<file path="config.mk">
export PLATFORM = sky130hd
export DESIGN_NAME = sao_deci_offset_dist_flat
export DESIGN_NICKNAME = d
export VERILOG_FILES = /design/src/rtl/sao_deci_pkg.sv /design/src/rtl/sao_deci_offset_dist_if.sv /design/src/rtl/sao_offset_quant.sv /design/src/rtl/sao_deci_offset_dist.sv /design/src/flat_wrapper.sv
export SDC_FILE = /design/constraint.sdc
export NUM_CORES = 1
export LEC_CHECK = 0
export BUFFER_PORTS_ARGS = -buffer_cell sky130_fd_sc_hd__buf_2
export CORE_UTILIZATION = 40
export DETAILED_ROUTE_END_ITERATION = 8
export PLACE_DENSITY = 0.56
export SLEW_MARGIN = 20
export SYNTH_ARGS = -nofsm -noshare
export SYNTH_HDL_FRONTEND = slang
export SYNTH_SLANG_ARGS = --single-unit
</file>
<file path="constraint.sdc">
create_clock -name clk -period 16.08 [get_ports clk]
set_input_delay 4.824 -clock clk [delete_from_list [all_inputs] [get_ports clk]]
set_output_delay 4.824 -clock clk [all_outputs]
set_load 0.02 [all_outputs]
</file>
<file path="src/rtl/sao_deci_pkg.sv">
// Shared constants and types for the SAO decision offset/distortion stage.
package sao_deci_pkg;

    localparam int NUM_PIX_CTU_LOG2 = 5;
    localparam int DIFF_CLIP_BIT    = 4;
    localparam int STATE_LEN        = 6;
    localparam int N_CATEGORY       = 4;
    localparam int N_CATEGORY_BO    = 8;
    localparam int N_EO_TYPE        = 4;
    localparam int DIST_LEN         = 21;
    localparam int OFF_MAX          = 7;
    localparam int NUM_ACCU_LEN     = NUM_PIX_CTU_LOG2 * 2 - 1;
    localparam int SUM_W            = NUM_ACCU_LEN + DIFF_CLIP_BIT + 1;
    localparam int NUM_W            = NUM_ACCU_LEN + 1;

    typedef logic        [STATE_LEN-1:0] cnt_t;
    typedef logic signed [3:0]           offset_t;
    typedef logic signed [DIST_LEN-1:0]  dist_t;
    typedef logic signed [SUM_W-1:0]     sum_t;
    typedef logic        [NUM_W-1:0]     num_t;

    // cnt_dc region bounds (exclusive upper ends)
    localparam cnt_t EO_END   = 6'd16;
    localparam cnt_t BO_END   = 6'd24;
    localparam cnt_t MRGL_END = 6'd28;
    localparam cnt_t MRGU_END = 6'd32;
    localparam cnt_t LAST_CNT = 6'd31;

    localparam logic signed [31:0] DIST_MAX = (32'sd1 <<< (DIST_LEN - 1)) - 32'sd1;
    localparam logic signed [31:0] DIST_MIN = -(32'sd1 <<< (DIST_LEN - 1));

    // Clamp a full-width signed value into the distortion range.
    function automatic dist_t sat_dist(input logic signed [31:0] v);
        if (v > DIST_MAX) return dist_t'(DIST_MAX);
        if (v < DIST_MIN) return dist_t'(DIST_MIN);
        return dist_t'(v);
    endfunction

endpackage

</file>
<file path="src/rtl/sao_deci_offset_dist_if.sv">
// Statistics-in / results-out bundle of the offset/distortion stage.
interface sao_deci_offset_dist_if;
    import sao_deci_pkg::*;

    logic    isWorking_deci;
    cnt_t    cnt_dc;
    sum_t    sum_blk_CTU;
    num_t    num_blk_CTU;
    offset_t L_offset [N_CATEGORY];
    offset_t U_offset [N_CATEGORY];

    offset_t eo_offset [N_EO_TYPE][N_CATEGORY];
    offset_t bo_offset [N_CATEGORY_BO];
    dist_t   eo_dist   [N_EO_TYPE];
    dist_t   bo_dist   [N_CATEGORY_BO];
    dist_t   mergeL_dist;
    dist_t   mergeU_dist;
    logic    dist_valid;

    modport master (
        output isWorking_deci, cnt_dc, sum_blk_CTU, num_blk_CTU, L_offset, U_offset,
        input  eo_offset, bo_offset, eo_dist, bo_dist, mergeL_dist, mergeU_dist, dist_valid
    );

    modport slave (
        input  isWorking_deci, cnt_dc, sum_blk_CTU, num_blk_CTU, L_offset, U_offset,
        output eo_offset, bo_offset, eo_dist, bo_dist, mergeL_dist, mergeU_dist, dist_valid
    );
endinterface

</file>
<file path="src/rtl/sao_offset_quant.sv">
// Three-stage restoring divider: mag = min(7, (|sum| + num/2) / num), 0 when num == 0.
module sao_offset_quant
    import sao_deci_pkg::*;
(
    input  logic       clk,
    input  logic       arst_n,
    input  logic       in_vld,
    input  sum_t       sum,
    input  num_t       num,
    output logic [2:0] mag,
    output logic       out_vld
);
    localparam int XW = SUM_W + 1;

    logic [SUM_W-1:0] abs_sum;
    logic [XW-1:0]    x, n8, n4;
    logic [XW-1:0]    r1, r2;
    logic [2:0]       q1, q2;
    num_t             n1, n2;
    logic             d1, d2, v1, v2;

    // Rounded dividend and the two widest divisor multiples for stage 1.
    always_comb begin
        abs_sum = sum[SUM_W-1] ? SUM_W'(-sum) : SUM_W'(sum);
        x       = {1'b0, abs_sum} + {5'b0, num[NUM_W-1:1]};
        n8      = {2'b0, num, 3'b0};
        n4      = {3'b0, num, 2'b0};
    end

    // Stage 1: saturate at 8*num (or zero divisor), else test 4*num.
    always_ff @(posedge clk or negedge arst_n) begin
        if (!arst_n) begin
            v1 <= 1'b0; n1 <= '0; q1 <= '0; d1 <= 1'b0; r1 <= '0;
        end else begin
            v1 <= in_vld;
            n1 <= num;
            if (num == '0) begin
                q1 <= 3'd0; d1 <= 1'b1; r1 <= x;
            end else if (x >= n8) begin
                q1 <= 3'(OFF_MAX); d1 <= 1'b1; r1 <= x;
            end else if (x >= n4) begin
                q1 <= 3'd4; d1 <= 1'b0; r1 <= x - n4;
            end else begin
                q1 <= 3'd0; d1 <= 1'b0; r1 <= x;
            end
        end
    end

    // Stage 2: test 2*num on the remainder.
    always_ff @(posedge clk or negedge arst_n) begin
        if (!arst_n) begin
            v2 <= 1'b0; n2 <= '0; q2 <= '0; d2 <= 1'b0; r2 <= '0;
        end else begin
            v2 <= v1;
            n2 <= n1;
            d2 <= d1;
            if (!d1 && r1 >= {4'b0, n1, 1'b0}) begin
                q2 <= q1 | 3'd2; r2 <= r1 - {4'b0, n1, 1'b0};
            end else begin
                q2 <= q1; r2 <= r1;
            end
        end
    end

    // Stage 3: test num for the final quotient bit.
    always_ff @(posedge clk or negedge arst_n) begin
        if (!arst_n) begin
            out_vld <= 1'b0; mag <= '0;
        end else begin
            out_vld <= v2;
            mag     <= (!d2 && r2 >= {5'b0, n2}) ? (q2 | 3'd1) : q2;
        end
    end
endmodule

</file>
<file path="src/rtl/sao_deci_offset_dist.sv">
// Per-entry SAO offset derivation and distortion accumulation over cnt_dc 0..31.
module sao_deci_offset_dist
    import sao_deci_pkg::*;
(
    input  logic                   clk,
    input  logic                   arst_n,
    sao_deci_offset_dist_if.slave  bus
);
    logic    acc;
    offset_t moff_in;

    logic    s0_vld;
    cnt_t    s0_cnt;
    sum_t    s0_sum;
    num_t    s0_num;
    offset_t s0_moff;

    cnt_t    sb_cnt  [3];
    sum_t    sb_sum  [3];
    num_t    sb_num  [3];
    offset_t sb_moff [3];

    logic [2:0] q_mag;
    logic       q_vld;

    offset_t            o, magx;
    logic signed [31:0] o32, n32, s32, d_full;

    logic  s4_vld;
    cnt_t  s4_cnt;
    dist_t s4_d;

    logic [5:0] seen;
    logic       retire_last;

    // Entry qualification and merge-neighbour offset pick.
    always_comb begin
        acc     = bus.isWorking_deci && (bus.cnt_dc < MRGU_END);
        moff_in = (bus.cnt_dc >= MRGL_END) ? bus.U_offset[bus.cnt_dc[1:0]]
                                           : bus.L_offset[bus.cnt_dc[1:0]];
    end

    // S0: register the incoming entry.
    always_ff @(posedge clk or negedge arst_n) begin
        if (!arst_n) begin
            s0_vld <= 1'b0; s0_cnt <= '0; s0_sum <= '0; s0_num <= '0; s0_moff <= '0;
        end else begin
            s0_vld  <= acc;
            s0_cnt  <= bus.cnt_dc;
            s0_sum  <= bus.sum_blk_CTU;
            s0_num  <= bus.num_blk_CTU;
            s0_moff <= moff_in;
        end
    end

    sao_offset_quant u_quant (
        .clk     (clk),
        .arst_n  (arst_n),
        .in_vld  (s0_vld),
        .sum     (s0_sum),
        .num     (s0_num),
        .mag     (q_mag),
        .out_vld (q_vld)
    );

    // S1-S3: carry entry side information alongside the divider.
    always_ff @(posedge clk or negedge arst_n) begin
        if (!arst_n) begin
            for (int i = 0; i < 3; i++) begin
                sb_cnt[i] <= '0; sb_sum[i] <= '0; sb_num[i] <= '0; sb_moff[i] <= '0;
            end
        end else begin
            sb_cnt[0] <= s0_cnt; sb_sum[0] <= s0_sum; sb_num[0] <= s0_num; sb_moff[0] <= s0_moff;
            for (int i = 1; i < 3; i++) begin
                sb_cnt[i]  <= sb_cnt[i-1];
                sb_sum[i]  <= sb_sum[i-1];
                sb_num[i]  <= sb_num[i-1];
                sb_moff[i] <= sb_moff[i-1];
            end
        end
    end

    // S4 combinational: signed/masked offset and full-width distortion.
    always_comb begin
        magx = offset_t'({1'b0, q_mag});
        o    = '0;
        if (sb_cnt[2] >= BO_END) begin
            o = sb_moff[2];
        end else if (sb_cnt[2] >= EO_END) begin
            o = sb_sum[2][SUM_W-1] ? -magx : magx;
        end else if (!sb_cnt[2][1]) begin
            o = (!sb_sum[2][SUM_W-1] && sb_sum[2] != '0) ? magx : '0;
        end else begin
            o = sb_sum[2][SUM_W-1] ? -magx : '0;
        end
        o32    = 32'(o);
        n32    = 32'(sb_num[2]);
        s32    = 32'(sb_sum[2]);
        d_full = n32 * o32 * o32 - 32'sd2 * o32 * s32;
    end

    // S4: register distortion and publish the derived offsets.
    always_ff @(posedge clk or negedge arst_n) begin
        if (!arst_n) begin
            s4_vld <= 1'b0; s4_cnt <= '0; s4_d <= '0;
            for (int t = 0; t < N_EO_TYPE; t++)
                for (int c = 0; c < N_CATEGORY; c++)
                    bus.eo_offset[t][c] <= '0;
            for (int b = 0; b < N_CATEGORY_BO; b++)
                bus.bo_offset[b] <= '0;
        end else begin
            s4_vld <= q_vld;
            s4_cnt <= sb_cnt[2];
            s4_d   <= sat_dist(d_full);
            if (q_vld && sb_cnt[2] < EO_END)
                bus.eo_offset[sb_cnt[2][3:2]][sb_cnt[2][1:0]] <= o;
            else if (q_vld && sb_cnt[2] < BO_END)
                bus.bo_offset[sb_cnt[2][2:0]] <= o;
        end
    end

    // S5: accumulate per class, count retirements, and flag a complete set.
    always_ff @(posedge clk or negedge arst_n) begin
        if (!arst_n) begin
            for (int t = 0; t < N_EO_TYPE; t++) bus.eo_dist[t] <= '0;
            for (int b = 0; b < N_CATEGORY_BO; b++) bus.bo_dist[b] <= '0;
            bus.mergeL_dist <= '0;
            bus.mergeU_dist <= '0;
            bus.dist_valid  <= 1'b0;
            seen            <= '0;
            retire_last     <= 1'b0;
        end else begin
            bus.dist_valid <= retire_last && (seen == 6'd32);
            retire_last    <= s4_vld && (s4_cnt == LAST_CNT);
            if (s4_vld) begin
                // cnt 0 starts a new set; a duplicate or missing entry leaves seen != 32
                if (s4_cnt == '0)        seen <= 6'd1;
                else if (seen != 6'h3f)  seen <= seen + 6'd1;

                if (s4_cnt < EO_END) begin
                    if (s4_cnt[1:0] == 2'd0)
                        bus.eo_dist[s4_cnt[3:2]] <= s4_d;
                    else
                        bus.eo_dist[s4_cnt[3:2]] <= sat_dist(32'(bus.eo_dist[s4_cnt[3:2]]) + 32'(s4_d));
                end else if (s4_cnt < BO_END) begin
                    bus.bo_dist[s4_cnt[2:0]] <= s4_d;
                end else if (s4_cnt < MRGL_END) begin
                    if (s4_cnt[1:0] == 2'd0) bus.mergeL_dist <= s4_d;
                    else bus.mergeL_dist <= sat_dist(32'(bus.mergeL_dist) + 32'(s4_d));
                end else begin
                    if (s4_cnt[1:0] == 2'd0) bus.mergeU_dist <= s4_d;
                    else bus.mergeU_dist <= sat_dist(32'(bus.mergeU_dist) + 32'(s4_d));
                end
            end
        end
    end
endmodule

</file>
<file path="src/flat_wrapper.sv">
// flat-port wrapper written by rule: the top's interface ports become plain ports
module sao_deci_offset_dist_flat import sao_deci_pkg::*;
  (clk, arst_n, bus_isWorking_deci, bus_cnt_dc, bus_sum_blk_CTU, bus_num_blk_CTU, bus_L_offset, bus_U_offset, bus_eo_offset, bus_bo_offset, bus_eo_dist, bus_bo_dist, bus_mergeL_dist, bus_mergeU_dist, bus_dist_valid);
  sao_deci_offset_dist_if bus_i ();
  input  logic clk;
  input  logic arst_n;
  input wire logic [$bits(bus_i.isWorking_deci)-1:0] bus_isWorking_deci;
  input wire logic [$bits(bus_i.cnt_dc)-1:0] bus_cnt_dc;
  input wire logic [$bits(bus_i.sum_blk_CTU)-1:0] bus_sum_blk_CTU;
  input wire logic [$bits(bus_i.num_blk_CTU)-1:0] bus_num_blk_CTU;
  input wire logic [$bits(bus_i.L_offset)-1:0] bus_L_offset;
  input wire logic [$bits(bus_i.U_offset)-1:0] bus_U_offset;
  output wire logic [$bits(bus_i.eo_offset)-1:0] bus_eo_offset;
  output wire logic [$bits(bus_i.bo_offset)-1:0] bus_bo_offset;
  output wire logic [$bits(bus_i.eo_dist)-1:0] bus_eo_dist;
  output wire logic [$bits(bus_i.bo_dist)-1:0] bus_bo_dist;
  output wire logic [$bits(bus_i.mergeL_dist)-1:0] bus_mergeL_dist;
  output wire logic [$bits(bus_i.mergeU_dist)-1:0] bus_mergeU_dist;
  output wire logic [$bits(bus_i.dist_valid)-1:0] bus_dist_valid;
  assign bus_i.isWorking_deci = bus_isWorking_deci;
  assign bus_i.cnt_dc = bus_cnt_dc;
  assign bus_i.sum_blk_CTU = bus_sum_blk_CTU;
  assign bus_i.num_blk_CTU = bus_num_blk_CTU;
  assign bus_i.L_offset = {>>{bus_L_offset}};
  assign bus_i.U_offset = {>>{bus_U_offset}};
  assign bus_eo_offset = {>>{bus_i.eo_offset}};
  assign bus_bo_offset = {>>{bus_i.bo_offset}};
  assign bus_eo_dist = {>>{bus_i.eo_dist}};
  assign bus_bo_dist = {>>{bus_i.bo_dist}};
  assign bus_mergeL_dist = bus_i.mergeL_dist;
  assign bus_mergeU_dist = bus_i.mergeU_dist;
  assign bus_dist_valid = bus_i.dist_valid;
  sao_deci_offset_dist u_core (.clk(clk), .arst_n(arst_n), .bus(bus_i));
endmodule
</file>
==> metrics, run 1 <==
Hold-fix buffers, CTS 0; period utilization 64.9%; critical path type reg -> reg; number of fillers in the final layout 7718; CTS H-tree depth 3; Synth area leader dfrtp_1; IO Pins 456; multi-input combinational cell area 17300 sq um; DRT Pass-1 Iters 7; final worst slack 5.65 ns; Root Driver clkbuf_16; # clock sinks 606; Ys Warns 0; setup TNS 0 ns; Post-route DRC 0; Critical path buffers and inverters 2; post-layout min period 10.43 ns; Hold Crit Class reg -> reg; worst slew pin tran 1.02 ns; core area 82400 sq um; total length of routed wires 99500 um; RSZ-0062 raised after global routing false; area fraction of the dominant cell type after synthesis 45.4%; Final ANT Viol Nets 0; Place WS 5.63 ns; diode count 0; CP Launch Type flip-flop; latest clock arrival within the worst-skew pair 0.63 ns; die area 84700 sq um; Post-synth EDFFs 0; Final setup viols 0; Worst-path clk slew 0.06 ns; FF+latch count, synth 606; die width 291 um; port buffer count 455; CP top delay family adder cells; Area Overhead vs Synth 18.0%; synth unique cells 85; CP Data Arrival Time 10.87 ns; share of cells above drive strength 1 27.0%; vias in the first global route 24900; slowest CP cell nor3b_1; clk buf depth 3; GP Congestion 0.931; sequential-to-total area share from yosys stat 45.4%; die height 291 um; CP max stage delay 0.61 ns; placed inst area 37000 sq um; TritonCTS Buffers 71; status finished, final reports clean; Post-CTS Setup Bufs 0; WL/cell 21.5 um; Final Slew Violations 0; most frequent CP cell fa_1; Crit. End Element flip-flop; first-iteration detailed-routing DRC count 1390; synthesized area 33400 sq um; grt ovf 0; max_slew headroom 32.2%; clk_skew 0.0377 ns; Seq. cell area 15200 sq um; largest net degree at the start of global routing 106; Resized cells post-CTS 0; drt via density 5.37; Post-Syn Area per Cell 10.9 sq um; ys flop type dfrtp_1; Max-Cap Viols 0; Final Util 47.9%; Layout Nets 3882; initial antenna violation count 0; global-route wire length before repair 154000 um; CTS tree done; Vias 24900; Hold Fails Final Rpt 0; Syn Nets 3432; starting density of the core 40.6%; maximum fanout along the worst path 8; share of synthesized registers carrying an async set or reset 100%; Global Route Usage Sum 23.5%; Critical Path RT 16.51 ns; leading post-synthesis cells by cell area dfrtp_1, ha_1, mux2_2; Finished Cell Area 39500 sq um; Mapped Cells 3054; Core Rows 105; post-DP HPWL 74600 um; Fmax achieved 95.9 MHz
[Yosys cell counts (all sizes together), types with 9 or more instances]
cell type,number
nor2b,26
or2,29
nand3b,9
o221ai,34
a221o,9
a211oi,31
mux2,250
o31ai,13
nor2,215
inv,145
xnor2,96
nand4,29
fa,84
o21ai,154
nand2b,22
and3,20
o211ai,15
dfrtp,606
nor3b,12
nor3,40
buf,37
mux4,29
or3,21
a21oi,138
nand3,47
o22ai,9
o21a,20
xor2,48
o21bai,12
ha,229
a21o,37
nor4,14
and2,65
nand2,283
a21boi,10
clkbuf,81
a31oi,50
[metrics by stage]
step | std cells | hold WS, ns
3_5_place_dp | 4500 | 0.335
6_report | 4628 | 0.337
5_1_grt | 4628 | 0.345
4_1_cts | 4627 | 0.342
2_1_floorplan | 3054 | 0.331
3_3_place_gp | 4500 | 0.332
[per-layer routing]
layer | track usage [%] | up-vias | share of wire [%]
li1 | - | 11700 | -
met1 | 30.1 | 12300 | 42
met2 | 38.9 | 680 | 48
met3 | 5.41 | 161 | 6.5
met4 | 8.18 | 0 | 3.4
met5 | 0 | - | 0
[layout make-up]
type,instances,share of cell area (%)
multi-input combinational,2185,44.0
timing repair buffer,495,6.59
clock buffer,100,5.19
sequential,606,38.4
clock inverter,27,1.05
inverter,145,1.38
tap,1070,3.39
[logic make-up after synthesis]
group	after synthesis	synth area share, %
compound gates	594	11.5
xor+xnor	144	3.79
fa+ha+maj	313	13.6
buf+inv	263	3.03
flops	606	45.4
mux	283	10.6
simple gates	851	12.1
[state kept, by name, summed over array words and instances (netlist names), 18 cells and up]
name and count:
u_core.sb_num 20, u_core.bus.bo_offset 32, u_core.s4_d 21, u_core.bus.mergeU_dist 21, u_core.sb_cnt 18, u_core.bus.bo_dist 168, u_core.bus.mergeL_dist 21, u_core.sb_sum 28
u_core.bus.eo_offset 64, u_core.bus.eo_dist 84
[worst paths after layout]
kind | from | end | slack [ns] | cells after the start
max | u_core.s32[2] | u_core.s4_d[3] | 5.65 | 37
min | u_core.u_quant.q2[2] | u_core.u_quant.mag[2] | 0.34 | 0
max reg2reg | u_core.s32[2] | u_core.s4_d[3] | 5.65 | 37
min reg2reg | u_core.u_quant.q2[2] | u_core.u_quant.mag[2] | 0.34 | 0
max in group asynchronous | arst_n | u_core.bus.eo_dist[75] | 9.55 | 3
min in group asynchronous | arst_n | u_core.bus.mergeU_dist[3] | 4.24 | 1
[worst register-to-register path, delay by kind of cell (launching register included)]
family | cells | cell delay, ns
DFF | 1 | 0.42
adders and majority gates | 10 | 3.95
buffers and inverters | 2 | 0.12
xor gates and xnor gates | 1 | 0.13
and+or+nand+nor | 12 | 2.80
AOI/OAI and AO/OA | 12 | 2.85
[placed cells by master (no fill, tap or decap), drive strengths merged, types with 21 or more instances in the layout]
| cell type | Yosys | routed |
|---|---|---|
| a211oi | 31 | 31 |
| a21o | 37 | 37 |
| a21oi | 138 | 138 |
| a31oi | 50 | 50 |
| and2 | 65 | 65 |
| buf | 37 | 495 |
| clkbuf | 81 | 100 |
| dfrtp | 606 | 606 |
| fa | 84 | 84 |
| ha | 229 | 229 |
| inv | 145 | 147 |
| mux2 | 250 | 250 |
| mux4 | 29 | 29 |
| nand2 | 283 | 283 |
| nand2b | 22 | 22 |
| nand3 | 47 | 47 |
| nand4 | 29 | 29 |
| nor2 | 215 | 215 |
| nor2b | 26 | 26 |
| nor3 | 40 | 40 |
| o21ai | 154 | 154 |
| o221ai | 34 | 34 |
| or2 | 29 | 29 |
| or3 | 21 | 21 |
| xnor2 | 96 | 96 |
| xor2 | 48 | 48 |
Power of run 1 is not shown: default switching activity piles up to over one toggle a cycle in this logic, so the estimate is an artifact.
==> run 2, diff against run 1 <==
clock period = 10.15 ns   (was 16.08 ns; I/O delays follow)
==> run 2 against run 1 <==
Effect of this change: first-iteration DRC count grew 7.9%; via count shrank 0.52%; flip-flop and latch count is the same; non-clock buffer count grew 10; count of clock-buffer cells in the layout shrank 10; core utilization grew 0.17 points; die area is the same; maximum frequency grew 9.0%; critical path depth shrank 2; critical path type unchanged; highest routed layer unchanged.
==> metrics, run 2 (synthesis gave the netlist of run 1 again) <==
status finished, final reports clean; starting density of the core 40.6%; Largest regs u_core.bus.bo_dist x168, u_core.bus.eo_dist x84, u_core.bus.eo_offset x64; die width 291 um; DRT Pass-1 Iters 5; diode count 0; Layout Cells excl Fill 4631; max_slew headroom 26.7%; maximum fanout along the worst path 11; clk_skew 0.0441 ns; port buffer count 455; crit path from u_core.s32[2]; Top reg by flops u_core.bus.bo_dist; GP Congestion 0.920; CP max stage delay 0.57 ns; placed cells 4510; worst r2r src u_core.s32[2]; CTS tree done; die height 291 um; Vias 24700; Final ANT Viol Nets 0; Final Slew Violations 0; CTS H-tree depth 3; Fmax achieved 104 MHz; most frequent cells in the layout dfrtp_1, buf_2, nand2_1, mux2_2, ha_1; Hold Fails Final Rpt 0; Crit. End Element flip-flop; CP Data Arrival Time 10.08 ns; TritonCTS Buffers 69; Post-route DRC 0; CP Launch Type flip-flop; global-route wire length before repair 150000 um; IO Pins 456; critical path type reg -> reg; clk buf depth 3; Root Driver clkbuf_16; Final Util 48.1%; post-DP HPWL 73400 um; RSZ-0062 raised after global routing false; Global Route Usage Sum 23.0%; period utilization 94.3%; Hold-fix buffers, CTS 0; # clock sinks 606; grt ovf 0; Area Overhead vs Synth 18.4%; largest net degree at the start of global routing 161; share of cells above drive strength 1 27.4%; WL/cell 21.1 um; Worst-path clk slew 0.06 ns; total length of routed wires 97700 um; max FFs per register 168; post-layout min period 9.57 ns; slowest CP cell or4b_4; Final setup viols 0; HP Start u_core.sb_sum[31]; vias in the first global route 24700; initial antenna violation count 0; Hold Crit Class reg -> reg; core area 82400 sq um; worst slew pin tran 1.09 ns; most frequent CP cell fa_1; final worst slack 0.576 ns; Place WS -0.110 ns; Layout Nets 3890; drt via density 5.34; Core Rows 105; Critical Path RT 10.66 ns; commonest non-fill, non-tap cell in the layout dfrtp_1; latest clock arrival within the worst-skew pair 0.64 ns; first-iteration detailed-routing DRC count 1500; die area 84700 sq um; Max-Cap Viols 0
[run 2: cell types whose count changed in the layout (fill, tap and decap cells not counted), moves of 2 or more]
cell,before,now
clkinvlp_4,3,1
buf_4,39,47
clkinv_4,1,3
clkbuf_16,72,69
clkinv_16,3,5
a211oi_2,0,3
bufinv_16,6,8
a211oi_1,31,28
clkbuf_1,14,7
[run 2: path summary, 6_finish.rpt]
check,endpoint,slack (ns),cells past startpoint
setup / recovery,u_core.s4_d[1],0.58,35
hold / removal,u_core.sb_sum[17],0.34,0
setup reg to reg,u_core.s4_d[1],0.58,35
hold reg to reg,u_core.sb_sum[17],0.34,0
max in group asynchronous,u_core.s0_num[0],6.16,3
min in group asynchronous,u_core.s32[0],2.39,1
[run 2: timing repair]
item | in CTS | in global routing
pin swaps | 0 | 1
buffers inserted | 0 | 1
resized for setup | 1 | 10
setup endpoints to repair | 11 | 13
[run 2: layout make-up]
| cell class | count | area (sq um) |
|---|---|---|
| Clock buffer | 90 | 1950 |
| Clock inverter | 30 | 523 |
| Fill cell | 7746 | 42800 |
| Timing Repair Buffer | 505 | 2690 |
| Sequential cell | 606 | 15200 |
| Tap cell | 1070 | 1340 |
| Inverter | 145 | 544 |
| Multi-Input combinational cell | 2185 | 17400 |
[run 2: through the flow]
stage | cell area [sq um] | setup TNS, ns | hold WS (ns)
2_1_floorplan | 33400 | 0 | 0.331
3_3_place_gp | 37100 | 0 | 0.333
3_5_place_dp | 37100 | -0.871 | 0.335
4_1_cts | 39500 | 0 | 0.338
5_1_grt | 39600 | 0 | 0.351
6_report | 39600 | 0 | 0.340
[run 2: per-layer routing]
| layer | vias up | track usage, % | wire length, um |
|---|---|---|---|
| met5 | - | 0 | 0 |
| met4 | 0 | 7.72 | 3060 |
| met3 | 142 | 4.70 | 5880 |
| met2 | 622 | 39.0 | 47400 |
| met1 | 12200 | 29.1 | 41400 |
| li1 | 11800 | - | - |
[run 2: worst max-delay path: cells and delay by family (launching register included)]
| kind | cells | cell delay [ns] |
|---|---|---|
| buffers and inverters | 2 | 0.11 |
| AOI/OAI and AO/OA | 11 | 2.24 |
| xor gates and xnor gates | 1 | 0.09 |
| DFF | 1 | 0.42 |
| muxes | 1 | 0.31 |
| and+or+nand+nor | 10 | 2.20 |
| adders and majority gates | 10 | 4.07 |
Power of run 2 is left out for the same reason.
==> run 3, diff against run 2 <==
--- a/config.mk
+++ b/config.mk
@@ -7,6 +7,6 @@
 export LEC_CHECK = 0
-export BUFFER_PORTS_ARGS = -buffer_cell sky130_fd_sc_hd__buf_2
 export CORE_UTILIZATION = 40
 export DETAILED_ROUTE_END_ITERATION = 8
-export PLACE_DENSITY = 0.56
+export DONT_BUFFER_PORTS = 1
+export PLACE_DENSITY = 0.51
 export SLEW_MARGIN = 20
==> constraint.sdc (replaced) <==
create_clock -name clk -period 10.15 [get_ports clk]
set_input_delay 0.5075 -clock clk [delete_from_list [all_inputs] [get_ports clk]]
set_output_delay 0.5075 -clock clk [all_outputs]
set_load 0.02 [all_outputs]
==> run 3 against run 2 <==
Effect of this change: global-route usage increased by 0.35 points; setup slack improved by 0.025 ns; clock skew decreased by 0.010 ns; maximum frequency increased by 0.26%; critical path depth increased by 1; sequential share of layout area increased by 2.0 points; register-to-register slack improved by 0.02 ns; non-clock buffer count decreased by 426; final cell count decreased by 9.1%.
==> metrics, run 3 (synthesis gave the netlist of run 1 again) <==
Top Usage Layer GRT met2; maximum fanout along the worst path 11; Post-CTS Setup Bufs 0; starting density of the core 40.6%; Global Route met2 Usage 40.1%; GP Congestion 0.907; Final Slew Violations 0; first-iteration detailed-routing DRC count 1611; Core Rows 105; WHS Endpoint u_core.s0_vld; Max-Cap Viols 0; Area Overhead vs Synth 12.6%; Reg2Reg Depth 36; core area 82400 sq um; Hold Fails Final Rpt 0; grt met1 use 28.5%; period utilization 94.1%; latest clock arrival within the worst-skew pair 0.63 ns; CP Data Arrival Time 10.06 ns; share of cells above drive strength 1 16.6%; met3 Usage GRT 4.79%; CP max stage delay 0.55 ns; WL/cell 23.8 um; worst r2r src u_core.s32[2]; Layout Cells excl Fill 4210; clk_skew 0.0339 ns; Final setup viols 0; drt via density 5.63; placed cells 4050; CP Launch Type flip-flop; Critical Path RT 10.66 ns; largest net degree at the start of global routing 607; Post-route DRC 0; DRT Pass-1 Iters 6; Root Driver clkbuf_16; Global Route Usage Sum 23.3%; Worst-path clk slew 0.06 ns; Top reg by flops u_core.bus.bo_dist; Vias 23700; initial antenna violation count 1; most frequent cells in the layout dfrtp_1, nand2_1, mux2_2, ha_1, nor2_1; max_slew headroom 27.5%; hold-critical path depth 1; commonest non-fill, non-tap cell in the layout dfrtp_1; status finished, final reports clean; TritonCTS Buffers 70; # clock sinks 606; flop-to-flop setup slack 0.60 ns; CTS H-tree depth 3; most frequent CP cell fa_1; die width 291 um; post-layout min period 9.55 ns; final worst slack 0.601 ns; CTS tree done; global-route wire length before repair 151000 um; critical path type reg -> reg; post-DP HPWL 74200 um; RR Endpoint u_core.s4_d[9]; Layout Nets 3465; worst slew pin tran 1.09 ns; Final ANT Viol Nets 0; Hold Crit Class in -> reg; Crit. End Element flip-flop; vias in the first global route 23900; Largest regs u_core.bus.bo_dist x168, u_core.bus.eo_dist x84, u_core.bus.eo_offset x64; HP Start bus_isWorking_deci; Place WS 0.00946 ns; port buffer count 0; grt ovf 0; diode count 0; clk buf depth 3; max FFs per register 168; total length of routed wires 100000 um; Fmax achieved 105 MHz; die height 291 um; die area 84700 sq um; IO Pins 456; slowest CP cell fa_1
run 3: timing repair:
item | in CTS | in global routing
gates resized for setup | 1 | 13
hold buffers | 30 | 2
setup endpoints to repair | 2 | 14
pin swaps | 0 | 0
endpoints found under the hold margin | 637 | 127
run 3: worst max path at each step:
stage | start | to | slack [ns] | cells after the start
floorplan | u_core.sb_cnt[1] | u_core.s4_d[1] | 0.49 | 39
global placement | u_core.s32[2] | u_core.s4_d[0] | 0.22 | 35
detailed placement | u_core.s32[2] | u_core.s4_d[1] | 0.009 | 35
CTS | u_core.s32[3] | u_core.s4_d[9] | 0.01 | 35
global route | u_core.s32[6] | u_core.s4_d[9] | -0.02 | 38
finish | u_core.s32[2] | u_core.s4_d[9] | 0.60 | 36
run 3: final cells by class:
cell class                 instances  area [sq um]
clock inverter                    25           375
fill                            7568         44700
clock buffer                     100          2050
sequential                       606         15200
tap                             1070          1340
inverter                         145           544
timing repair buffer              79           751
multi-input combinational       2185         17400
run 3: metal layers:
| metal | vias up | wire, um | part of all wire (%) |
|---|---|---|---|
| met4 | 0 | 4010 | 4.0 |
| met1 | 11900 | 40100 | 40 |
| met2 | 753 | 50100 | 50 |
| met5 | - | 0 | 0 |
| li1 | 10900 | - | - |
| met3 | 174 | 5990 | 6.0 |
run 3: metrics by stage:
step                      TNS (ns)  cell area (sq um)  utilization [%]  hold WS (ns)
final                            0              37600             45.7        0.0401
after global routing       -0.0169              37600             45.7        0.0245
after CTS                        0              37500             45.5        -0.416
after detailed placement         0              34700             42.2         0.257
after global placement           0              34700             42.2         0.254
after floorplan                  0              33400                -         0.212
run 3: worst max-delay path: cells and delay by family (launching register included):
family	cells	cell delay, ns
DFF	1	0.42
buffers and inverters	2	0.11
and+or+nand+nor	11	2.46
adders and majority gates	10	4.09
muxes	1	0.30
xor gates and xnor gates	1	0.09
AOI/OAI and AO/OA	11	1.99
Power of run 3 is left out for the same reason.
